[src/rtl/alu_seq.sv]
// Handshaked N-bit ALU with registered results, signed flags and shifts.
// Define ALU_MUL_EN to build the iterative shift-add multiplier for opcode 111.
module alu_seq #(
  parameter int WIDTH = 8
) (
  input  logic             clk,
  input  logic             rst_n,
  input  logic             in_valid,
  output logic             in_ready,
  input  logic [WIDTH-1:0] a,
  input  logic [WIDTH-1:0] b,
  input  logic [2:0]       sel,
  output logic             out_valid,
  input  logic             out_ready,
  output logic [WIDTH-1:0] result,
  output logic [WIDTH-1:0] result_hi,
  output logic             carry,
  output logic             zero,
  output logic             negative,
  output logic             overflow,
  output logic             illegal
);

  localparam int SW = $clog2(WIDTH);
  localparam int MSB = WIDTH - 1;

  localparam logic [2:0] OP_ADD = 3'd0;
  localparam logic [2:0] OP_SUB = 3'd1;
  localparam logic [2:0] OP_AND = 3'd2;
  localparam logic [2:0] OP_OR  = 3'd3;
  localparam logic [2:0] OP_XOR = 3'd4;
  localparam logic [2:0] OP_SHL = 3'd5;
  localparam logic [2:0] OP_SHR = 3'd6;
  localparam logic [2:0] OP_MUL = 3'd7;

  typedef enum logic [1:0] {
    S_IDLE = 2'd0,
`ifdef ALU_MUL_EN
    S_MUL  = 2'd1,
`endif
    S_DONE = 2'd2
  } state_t;

  state_t state;
  logic   accept;

  // Handshake: a transfer happens on any rising edge where valid && ready.
  // in_ready looks straight through to out_ready so a consumed result can be
  // replaced by a new op in the same cycle (full throughput).
  assign in_ready = (state == S_IDLE) || ((state == S_DONE) && out_ready);
  assign accept   = in_valid && in_ready;

  logic [SW-1:0]  amt;
  logic [WIDTH:0] add_ext;
  logic [WIDTH:0] sub_ext;
  logic [WIDTH:0] shl_ext;
  logic [WIDTH:0] shr_ext;

  assign amt     = b[SW-1:0];
  assign add_ext = {1'b0, a} + {1'b0, b};
  assign sub_ext = {1'b0, a} + {1'b0, ~b} + {{WIDTH{1'b0}}, 1'b1};
  // The extra bit catches the last bit shifted out; it is 0 when amt is 0.
  assign shl_ext = {1'b0, a} << amt;
  assign shr_ext = {a, 1'b0} >> amt;

  logic [WIDTH-1:0] n_res;
  logic             n_carry;
  logic             n_ovf;
  logic             n_ill;
  logic             n_zero;
  logic             n_neg;

  always_comb begin
    n_res   = '0;
    n_carry = 1'b0;
    n_ovf   = 1'b0;
    n_ill   = 1'b0;
    case (sel)
      OP_ADD: begin
        n_res   = add_ext[WIDTH-1:0];
        n_carry = add_ext[WIDTH];
        n_ovf   = (a[MSB] == b[MSB]) && (add_ext[MSB] != a[MSB]);
      end
      OP_SUB: begin
        n_res   = sub_ext[WIDTH-1:0];
        n_carry = sub_ext[WIDTH];
        n_ovf   = (a[MSB] != b[MSB]) && (sub_ext[MSB] != a[MSB]);
      end
      OP_AND: n_res = a & b;
      OP_OR:  n_res = a | b;
      OP_XOR: n_res = a ^ b;
      OP_SHL: begin
        n_res   = shl_ext[WIDTH-1:0];
        n_carry = shl_ext[WIDTH];
      end
      OP_SHR: begin
        n_res   = shr_ext[WIDTH:1];
        n_carry = shr_ext[0];
      end
      OP_MUL: begin
`ifndef ALU_MUL_EN
        n_ill = 1'b1;
`endif
      end
    endcase
    n_zero = (n_res == '0);
    n_neg  = n_res[MSB];
  end

`ifdef ALU_MUL_EN
  localparam int CW = SW + 1;

  logic [WIDTH-1:0]   mcand;
  logic [2*WIDTH-1:0] prod;
  logic [CW-1:0]      cnt;
  logic [WIDTH:0]     psum;

  // prod starts as {0, b}; each step adds a to the upper half when the
  // current multiplier bit is set, then shifts right by one.
  assign psum = {1'b0, prod[2*WIDTH-1:WIDTH]} + (prod[0] ? {1'b0, mcand} : {(WIDTH+1){1'b0}});
`endif

  always_ff @(posedge clk or negedge rst_n) begin
    if (!rst_n) begin
      state     <= S_IDLE;
      out_valid <= 1'b0;
      result    <= '0;
      result_hi <= '0;
      carry     <= 1'b0;
      zero      <= 1'b0;
      negative  <= 1'b0;
      overflow  <= 1'b0;
      illegal   <= 1'b0;
`ifdef ALU_MUL_EN
      mcand     <= '0;
      prod      <= '0;
      cnt       <= '0;
`endif
    end else begin
      case (state)
        S_IDLE, S_DONE: begin
          if (accept) begin
`ifdef ALU_MUL_EN
            if (sel == OP_MUL) begin
              state     <= S_MUL;
              out_valid <= 1'b0;
              mcand     <= a;
              prod      <= {{WIDTH{1'b0}}, b};
              cnt       <= '0;
            end else
`endif
            begin
              state     <= S_DONE;
              out_valid <= 1'b1;
              result    <= n_res;
              result_hi <= '0;
              carry     <= n_carry;
              zero      <= n_zero;
              negative  <= n_neg;
              overflow  <= n_ovf;
              illegal   <= n_ill;
            end
          end else if ((state == S_DONE) && out_ready) begin
            state     <= S_IDLE;
            out_valid <= 1'b0;
          end
        end
`ifdef ALU_MUL_EN
        S_MUL: begin
          // WIDTH accumulate cycles, then one cycle to publish the product.
          if (cnt == CW'(WIDTH)) begin
            state     <= S_DONE;
            out_valid <= 1'b1;
            result    <= prod[WIDTH-1:0];
            result_hi <= prod[2*WIDTH-1:WIDTH];
            carry     <= 1'b0;
            zero      <= (prod == '0);
            negative  <= prod[MSB];
            overflow  <= 1'b0;
            illegal   <= 1'b0;
          end else begin
            prod <= {psum, prod[WIDTH-1:1]};
            cnt  <= cnt + 1'b1;
          end
        end
`endif
        default: begin
          state     <= S_IDLE;
          out_valid <= 1'b0;
        end
      endcase
    end
  end

endmodule

[config.mk]
export PLATFORM = sky130hd
export DESIGN_NAME = alu_seq
export DESIGN_NICKNAME = d
export VERILOG_FILES = /design/src/rtl/alu_seq.sv
export SDC_FILE = /design/constraint.sdc
export NUM_CORES = 1
export LEC_CHECK = 0
export CAP_MARGIN = 5
export CORE_UTILIZATION = 50
export DETAILED_ROUTE_END_ITERATION = 6
export GPL_TIMING_DRIVEN = 0
export PLACE_DENSITY = 0.85
export RECOVER_POWER = 25
export SKIP_CTS_REPAIR_TIMING = 1
export SLEW_MARGIN = 20
export SYNTH_ARGS = -nofsm -noshare
export SYNTH_HDL_FRONTEND = slang
export SYNTH_SLANG_ARGS = --single-unit
[constraint.sdc]
create_clock -name clk -period 2.1 [get_ports clk]
set_input_delay 0.42 -clock clk [delete_from_list [all_inputs] [get_ports clk]]
set_output_delay 0.42 -clock clk [all_outputs]
set_load 0.01 [all_outputs]
==> results of run 1 <==
flip-flops by register name, indices dropped and copies added, names as in the netlist:
signal and cells:
carry 1, illegal 1, out_valid 1, overflow 1, result 8, zero 1
stage by stage:
stage               setup TNS (ns)  hold slack [ns]  cell area (µm²)  total power, mW  instances
global placement            -11.47            0.463             2810            0.984        374
global route                 -2.02            0.522             3240             1.46        393
detailed placement          -11.96            0.470             2810             1.00        374
CTS                          -9.14            0.482             2850             1.23        378
floorplan                   -0.963            0.124             2390            0.741        287
finish                       -1.36            0.476             3240             1.38        393
cell usage after synthesis (7+ instances only):
library cell	n	area, µm²
ha_1	25	313
inv_1	22	82.6
nor2_1	20	75.1
mux2i_1	14	140
dfrtp_1	13	325
nand2_1	13	48.8
nor3_1	13	65.1
a21oi_1	12	60.1
o21ai_0	11	55.1
buf_4	9	67.6
clkbuf_1	9	33.8
nand3_1	9	45.0
o22ai_1	7	43.8
logic make-up after synthesis:
family                   after synthesis  share of synthesized area (%)
AND/OR/NAND/NOR                       78                           17.0
flip-flops                            13                           14.4
buffers and inverters                 50                           10.4
multiplexers                          26                           15.3
other                                  1                          0.166
adder cells (fa/ha/maj)               27                           15.6
XOR/XNOR                               9                           3.48
AO/OA/AOI/OAI                         76                           23.6
where the power goes:
part | total, mW | leakage [nW] | internal (mW) | switching, mW
clock network | 0.224 | 0.0228 | 0.134 | 0.0896
registers | 0.314 | 0.165 | 0.292 | 0.0228
logic | 0.838 | 1.26 | 0.421 | 0.417
worst max-delay path, stage by stage:
cell	delay (ns)
buf_12	0.12
inv_12	0.05
ha_4	0.12
inv_2	0.04
fa_2	0.37
nor2b_4	0.15
o21bai_4	0.13
nand3_2	0.09
a41o_1	0.22
or3_4	0.40
or3_4	0.39
o41ai_2	0.21
worst paths after layout:
kind / startpoint / slack, ns / end / depth (start not counted)
max: a[0] / -0.47 / zero$_DFFE_PN0P_ / 12
min: illegal$_DFFE_PN0P_ / 0.48 / illegal$_DFFE_PN0P_ / 2
max reg2reg: out_valid$_DFFE_PN0P_ / 0.14 / zero$_DFFE_PN0P_ / 6
min reg2reg: illegal$_DFFE_PN0P_ / 0.48 / illegal$_DFFE_PN0P_ / 2
max in group asynchronous: rst_n / 1.13 / overflow$_DFFE_PN0P_ / 1
min in group asynchronous: rst_n / 0.61 / result[4]$_DFFE_PN0P_ / 1
routing by layer:
metal | part of all wire [%] | up-vias | routed length, µm
met5 | 0 | - | 0
met4 | 2.6 | 0 | 193
met3 | 7.9 | 23 | 595
met2 | 49 | 135 | 3690
met1 | 40 | 1199 | 3030
li1 | - | 1128 | -
layout by cell type, fill, tap and decap left out, types with 3 or more instances in the layout:
master           netlist  routed
nor2b_1                6       4
clkdlybuf4s50_1        0      19
o22ai_1                7       6
o21ai_0               11       6
clkbuf_1               9       5
clkbuf_4               0       3
nand3_1                9       8
mux2_2                 5       3
o21ai_2                0       4
nor2_1                20      20
inv_1                 22      15
o31ai_1                5       5
clkbuf_8               0       3
nand2_1               13      13
mux2i_1               14      13
buf_6                  1       4
ha_1                  25      17
mux4_2                 5       5
a21oi_1               12      10
conb_1                 1       8
a22o_1                 3       3
a22oi_1                6       6
xnor2_1                6       6
nor3_1                13      13
buf_4                  9      28
dfrtp_1               13      13
xor2_1                 3       3
buf_8                  0       3
nand2b_1               5       4
inv_2                  2       7
ha_4                   0       8
clkbuf_2               0       3
dlymetal6s2s_1         0       5
a211oi_1               5       3
area by class of cell:
class                           instances  area, µm²  area share [%]
Tap cell                               52       65.1            2.01
Sequential cell                        13        325            10.0
Multi-Input combinational cell        224       2000            61.8
Timing Repair Buffer                   53        502            15.5
Clock buffer                            4       45.0            1.39
Inverter                               25        121            3.75
Buffer                                 22        179            5.52
==> flow_summary.ini, run 1 <==
[run_status]
status = finished with violations
violations = setup timing

[timing]
timing.final.ws_setup_ns = -0.468
hold_viol_final = 0
setup_viol = 8
slew_headroom_pct = 43.5
max_slew.worst_pin.slew_ns = 0.836
grt_setup_unrepaired = yes
fmax_mhz = 389
maxSlewViolCount = 0
skew_ns = 0.00112
fin_crit_sh_pct = 122
finalCriticalPeriod_ns = 2.57

[yosys]
syn_inst = 280
syn_avg_cell_area_um2 = 8.08
ys_async_sr_fraction_pct = 100
synth_edf_count = 0
ys_seq_area_share_pct = 14.4
yosys_warnings = 0
ys.flop_type = dfrtp_1
synth_cell_types = 56
synth_area_mm2 = 0.00226
ys_ff_latch = 13

[power]
peakVddDrop_mv = 0.239
p_leak_nw = 1.45
powerDensity_mw_per_mm2 = 425

[route]
ant_nets = 0
first_pass_iters = 5
wl_per_cell_um = 19.1
routed_wl_mm = 7.51
drtIter0Drc = 202
drc_errors = 0
vias = 2485
vias_per_cell = 6.32

[critical_path]
cp_max_fo = 3
crit_path_end_kind = flop
required_ns = 2.24
arrival_ns = 2.71
startpoint_type = primary input
crit_type = primary input to flop

[finish]
fillers = 318
antenna_cells = 0
post-route-util_pct = 74.4
drive_above_1_share_pct = 31.1
nets = 392
syn_to_final_growth_pct = 43.1

[cts]
cts-buffers-inserted = 3
htree_levels = 1
clk_pin_slew_ns = 0.05
clock_latency_ns = 0.25
clockBufferDepth = 2
cts_tree = yes
clock-sinks = 13
clockRootBuffer = clkbuf_8

[placement]
gp_congestion = 0.946
place_ws_ns = -1.62
numPortBuffers = 35
dp_hpwl_mm = 5.23

[floorplan]
fp.dieArea_mm2 = 0.00480
io_pins = 46
coreArea_mm2 = 0.00435
die_w_um = 69.3
start_util_pct = 52.0
num_rows = 24
die_height_um = 69.3

[global_routing]
grt.overflow.total = 0
grt_usage_pct = 28.1
grt_util_met1_pct = 35.5
grt_use_met3_pct = 4.36
top_usage_layer = met2
met2_usage_pct = 47.4
antenna_found_initial = 0
grt_pass1_vias = 2283
grt_first_pass_wirelength_mm = 10.9
grt_max_degree = 14

[job]
maxCapViolations = 0

[worst_hold_path]
hp-class = flop to flop
No activity file was read; power rests on OpenSTA's default activity.
==> inputs of run 2 (changes only) <==
--- a/config.mk
+++ b/config.mk
@@ -6,11 +6,12 @@
 export NUM_CORES = 1
 export LEC_CHECK = 0
 export CAP_MARGIN = 5
-export CORE_UTILIZATION = 50
+export CORE_UTILIZATION = 29
 export DETAILED_ROUTE_END_ITERATION = 6
 export GPL_TIMING_DRIVEN = 0
-export PLACE_DENSITY = 0.85
+export PLACE_DENSITY = 0.57
 export RECOVER_POWER = 25
+export SETUP_SLACK_MARGIN = 0.3
 export SKIP_CTS_REPAIR_TIMING = 1
 export SLEW_MARGIN = 20
 export SYNTH_ARGS = -nofsm -noshare
==> run 2 against run 1 <==
Net effect:
- critical path type unchanged
- critical endpoint unchanged
- clock power about the same
- non-clock buffer count increased by 8
- count of clock-buffer cells in the layout unchanged
- sequential share of layout area decreased by 0.65 points
- cell count increased by 14%
- combinational power increased by 3.6%
- die area increased by 70%
- the flow still finishes with violations (setup timing)
==> flow_summary.ini, run 2 (synthesized netlist as in run 1, its figures left out) <==
[route]
vias = 2369
routed_wl_mm = 7.43
wl_per_cell_um = 16.6
ant_nets = 0
first_pass_iters = 4
drtIter0Drc = 170
vias_per_cell = 5.29
drc_errors = 0

[power]
p_leak_nw = 1.53
peakVddDrop_mv = 0.170
p_total_mw = 1.40
powerDensity_mw_per_mm2 = 404

[global_routing]
grt_pass1_vias = 2159
grt.overflow.total = 0
grt_usage_pct = 16.8
antenna_found_initial = 0
grt_max_degree = 14
grt_first_pass_wirelength_mm = 11.0

[finish]
nets = 400
mostFrequentLayoutCell = buf_4
syn_to_final_growth_pct = 53.1
drive_above_1_share_pct = 36.4
largest_reg_flops = 8
final_cell_mix = buf_4, nor2_1, ha_1, clkdlybuf4s50_1, inv_1
regMostFlops = result
antenna_cells = 0

[timing]
skew_ns = 0.000921
maxSlewViolCount = 0
hold_ws_ns = 0.474
fin_crit_sh_pct = 121
slew_headroom_pct = 62.7
max_slew.worst_pin.slew_ns = 0.551
fmax_mhz = 395
grt_setup_unrepaired = yes
setup_viol = 8
hold_viol_final = 0
finalCriticalPeriod_ns = 2.53
timing.final.ws_setup_ns = -0.431

[critical_path]
r2r-start = out_valid$_DFFE_PN0P_
cp_max_fo = 5
arrival_ns = 2.68
r2r_end = zero$_DFFE_PN0P_
slowest_delay_ns = 0.39
startpoint_type = primary input
required_ns = 2.24
path_cells = buf_12, ha_4, inv_2, fa_2, xnor2_2, mux2i_1, o22ai_2, a2111oi_4, nand3_1, or3_4, o41ai_2
r2r_setup_slack_ns = 0.26
crit_type = primary input to flop
crit_path_end_kind = flop
cpMaxStageDelayCell = fa_2
r2r_cells = 6

[worst_hold_path]
whs_path_depth = 2
hp-class = flop to flop
min_to = result[1]$_DFFE_PN0P_
hp-start = result[1]$_DFFE_PN0P_

[cts]
clockBufferDepth = 2
cts_tree = yes
clock-sinks = 13
clk_pin_slew_ns = 0.05
clockRootBuffer = clkbuf_8
htree_levels = 1
cts-buffers-inserted = 3
clock_latency_ns = 0.25

[floorplan]
start_util_pct = 30.6
io_pins = 46
die_w_um = 90.3
fp.dieArea_mm2 = 0.00816
num_rows = 31
die_height_um = 90.3
coreArea_mm2 = 0.00741

[run_status]
violations = setup timing
status = finished with violations

[placement]
dp_hpwl_mm = 5.42
gp_congestion = 0.915
numPortBuffers = 35

[job]
maxCapViolations = 0
[run 2: worst max-delay path by stage]
stage               startpoint                to  slack (ns)  cells past startpoint
floorplan                 a[0]  zero$_DFFE_PN0P_       -0.47                     11
global placement          a[0]  zero$_DFFE_PN0P_       -1.63                     11
detailed placement        a[0]  zero$_DFFE_PN0P_       -1.67                     11
CTS                       a[0]  zero$_DFFE_PN0P_       -1.41                     11
global route              a[0]  zero$_DFFE_PN0P_       -0.60                     11
finish                    a[0]  zero$_DFFE_PN0P_       -0.43                     11
[run 2: cell type report]
| class | count | area (µm²) |
|---|---|---|
| sequential | 13 | 325 |
| tap | 99 | 124 |
| clock buffer | 4 | 45.0 |
| inverter | 25 | 136 |
| buffer | 25 | 234 |
| timing repair buffer | 58 | 566 |
| multi-input combinational | 224 | 2030 |
| fill | 725 | 3940 |
[run 2: per-stage QoR]
step / cells / setup TNS (ns) / cell area (µm²) / setup WS [ns] / util (%)
after CTS: 425 / -9.02 / 2920 / -1.41 / 39.5
after global routing: 448 / -1.99 / 3460 / -0.603 / 46.8
after floorplan: 287 / -0.962 / 2400 / -0.475 / -
final: 448 / -1.25 / 3460 / -0.431 / 46.8
after global placement: 421 / -11.68 / 2880 / -1.63 / 38.9
after detailed placement: 421 / -11.82 / 2880 / -1.67 / 38.9
[run 2: report_power, final]
| part | total (mW) | internal [mW] | switching [mW] |
|---|---|---|---|
| sequential | 0.312 | 0.292 | 0.0202 |
| combinational | 0.868 | 0.443 | 0.425 |
| clock | 0.221 | 0.134 | 0.0869 |
| total | 1.40 | 0.869 | 0.532 |
[run 2: worst max-delay path: cells and delay by family]
| kind | cells | cell delay (ns) |
|---|---|---|
| xor gates and xnor gates | 1 | 0.14 |
| and+or+nand+nor | 2 | 0.47 |
| adders and majority gates | 2 | 0.55 |
| AOI/OAI and AO/OA | 3 | 0.74 |
| muxes | 1 | 0.22 |
| buffers and inverters | 2 | 0.14 |
[run 2: layer usage]
metal	GRT usage, %	wire (µm)	vias up
met5	0	0	-
met4	6.59	86	0
met3	1.94	473	7
met2	27.7	3660	95
met1	22.3	3210	1123
li1	-	-	1144
==> inputs of run 3 (changes only) <==
--- a/config.mk
+++ b/config.mk
@@ -10,7 +10,6 @@
 export DETAILED_ROUTE_END_ITERATION = 6
 export GPL_TIMING_DRIVEN = 0
 export PLACE_DENSITY = 0.57
-export RECOVER_POWER = 25
 export SETUP_SLACK_MARGIN = 0.3
 export SKIP_CTS_REPAIR_TIMING = 1
 export SLEW_MARGIN = 20
==> run 3 against run 2 <==
Net effect:
- the flow still finishes with violations (setup timing)
- wire length hardly changed
- first-iteration DRC count unchanged
- cell area stayed put
- sequential share of layout area unchanged
- via count is the same
- hold slack unchanged
- largest power group unchanged
==> flow_summary.ini, run 3 (synthesized netlist as in run 1, its figures left out) <==
[run_status]
status = finished with violations
violations = setup timing

[worst_hold_path]
hp-start = result[1]$_DFFE_PN0P_
hp-class = flop to flop

[power]
p_int_uw = 870
p_leak_nw = 1.53
pwr-share-seq_pct = 22.2
p_switching_uw = 532
p_sw_share_pct = 38.0
powerDensity_mw_per_mm2 = 405
peakVddDrop_mv = 0.170
comb_power_share_pct = 62.0
p_total_mw = 1.40
clkPwrFrac_pct = 15.8

[timing]
setup_viol = 8
skew_ns = 0.000921
timing.final.ws_setup_ns = -0.431
slew_headroom_pct = 62.7
finalCriticalPeriod_ns = 2.53
fin_crit_sh_pct = 121
maxSlewViolCount = 0
fmax_mhz = 395
grt_setup_unrepaired = yes
hold_viol_final = 0
setup_tns_ns = -1.25
max_slew.worst_pin.slew_ns = 0.551

[placement]
placed_cell_area_mm2 = 0.00288
gp_congestion = 0.915
numPortBuffers = 35
dp_hpwl_mm = 5.42

[finish]
final_cell_mix = buf_4, nor2_1, clkdlybuf4s50_1, ha_1, inv_1
mostFrequentLayoutCell = buf_4
drive_above_1_share_pct = 36.4
largest_reg_flops = 8
syn_to_final_growth_pct = 53.1
regMostFlops = result
antenna_cells = 0
stdcell_area_mm2 = 0.00346
nets = 400
post-route-util_pct = 46.8

[floorplan]
io_pins = 46
die_height_um = 90.3
start_util_pct = 30.6
num_rows = 31
die_w_um = 90.3
fp.dieArea_mm2 = 0.00816
coreArea_mm2 = 0.00741

[cts]
clockBufferDepth = 2
htree_levels = 1
cts_tree = yes
clk_pin_slew_ns = 0.05
cts-buffers-inserted = 3
clock_latency_ns = 0.25
clockRootBuffer = clkbuf_8
clock-sinks = 13

[route]
routed_wl_mm = 7.43
ant_nets = 0
vias = 2369
drc_errors = 0
first_pass_iters = 4
wl_per_cell_um = 16.6
drtIter0Drc = 170
vias_per_cell = 5.29

[global_routing]
grt_usage_pct = 16.8
grt_max_degree = 14
grt_pass1_vias = 2159
grt.overflow.total = 0
grt_first_pass_wirelength_mm = 11.0
antenna_found_initial = 0

[critical_path]
crit_path_end_kind = flop
required_ns = 2.24
arrival_ns = 2.68
cpMaxStageDelayCell = fa_2
crit_family = compound AO/OA/AOI/OAI gates
slowest_delay_ns = 0.39
crit_start = a[0]
crit_type = primary input to flop
r2r-start = out_valid$_DFFE_PN0P_
cp_max_fo = 5
worst-path-buf-inv = 2
path_cells = buf_12, ha_4, inv_2, fa_2, xnor2_2, mux2i_1, o22ai_2, a2111oi_4, nand3_1, or3_4, o41ai_2
startpoint_type = primary input

[job]
maxCapViolations = 0
run 3: worst paths after layout:
kind	cells after the start	end	slack [ns]
max	11	zero$_DFFE_PN0P_	-0.43
min	2	result[1]$_DFFE_PN0P_	0.47
max reg2reg	6	zero$_DFFE_PN0P_	0.26
min reg2reg	2	result[1]$_DFFE_PN0P_	0.47
max in group asynchronous	1	carry$_DFFE_PN0P_	1.20
min in group asynchronous	1	out_valid$_DFFE_PN0P_	0.53
run 3: tightest hold or removal path, stage by stage (launching register included):
cell,delay (ns)
dfrtp_1,0.34
nand2_1,0.06
o21ai_2,0.05
run 3: area by class of cell:
class	count	area (µm²)
fillers	725	3940
well taps	99	124
multi-input cells	224	2030
plain buffers	25	234
flip-flops and latches	13	325
inverters	25	136
repair buffers	58	566
clock buffers	4	45.0
run 3: power groups by stage:
stage	clock network, mW	logic (mW)	registers (mW)
6_report	0.221	0.869	0.312
5_1_grt	0.238	0.931	0.319
4_1_cts	0.224	0.692	0.313
3_5_place_dp	0	0.689	0.318
3_3_place_gp	0	0.687	0.316
2_1_floorplan	0	0.409	0.336
run 3: through the flow:
step	hold WS, ns	setup WS, ns	instances
after detailed placement	0.471	-1.67	421
after global placement	0.472	-1.63	421
final	0.474	-0.431	448
after global routing	0.512	-0.603	448
after floorplan	0.124	-0.475	287
after CTS	0.483	-1.41	425
run 3: routing by layer:
layer	track usage, %	vias up	wire [µm]
met5	0	-	0
met4	6.59	0	86
met2	27.7	95	3660
met3	1.94	7	474
li1	-	1144	-
met1	22.3	1123	3210
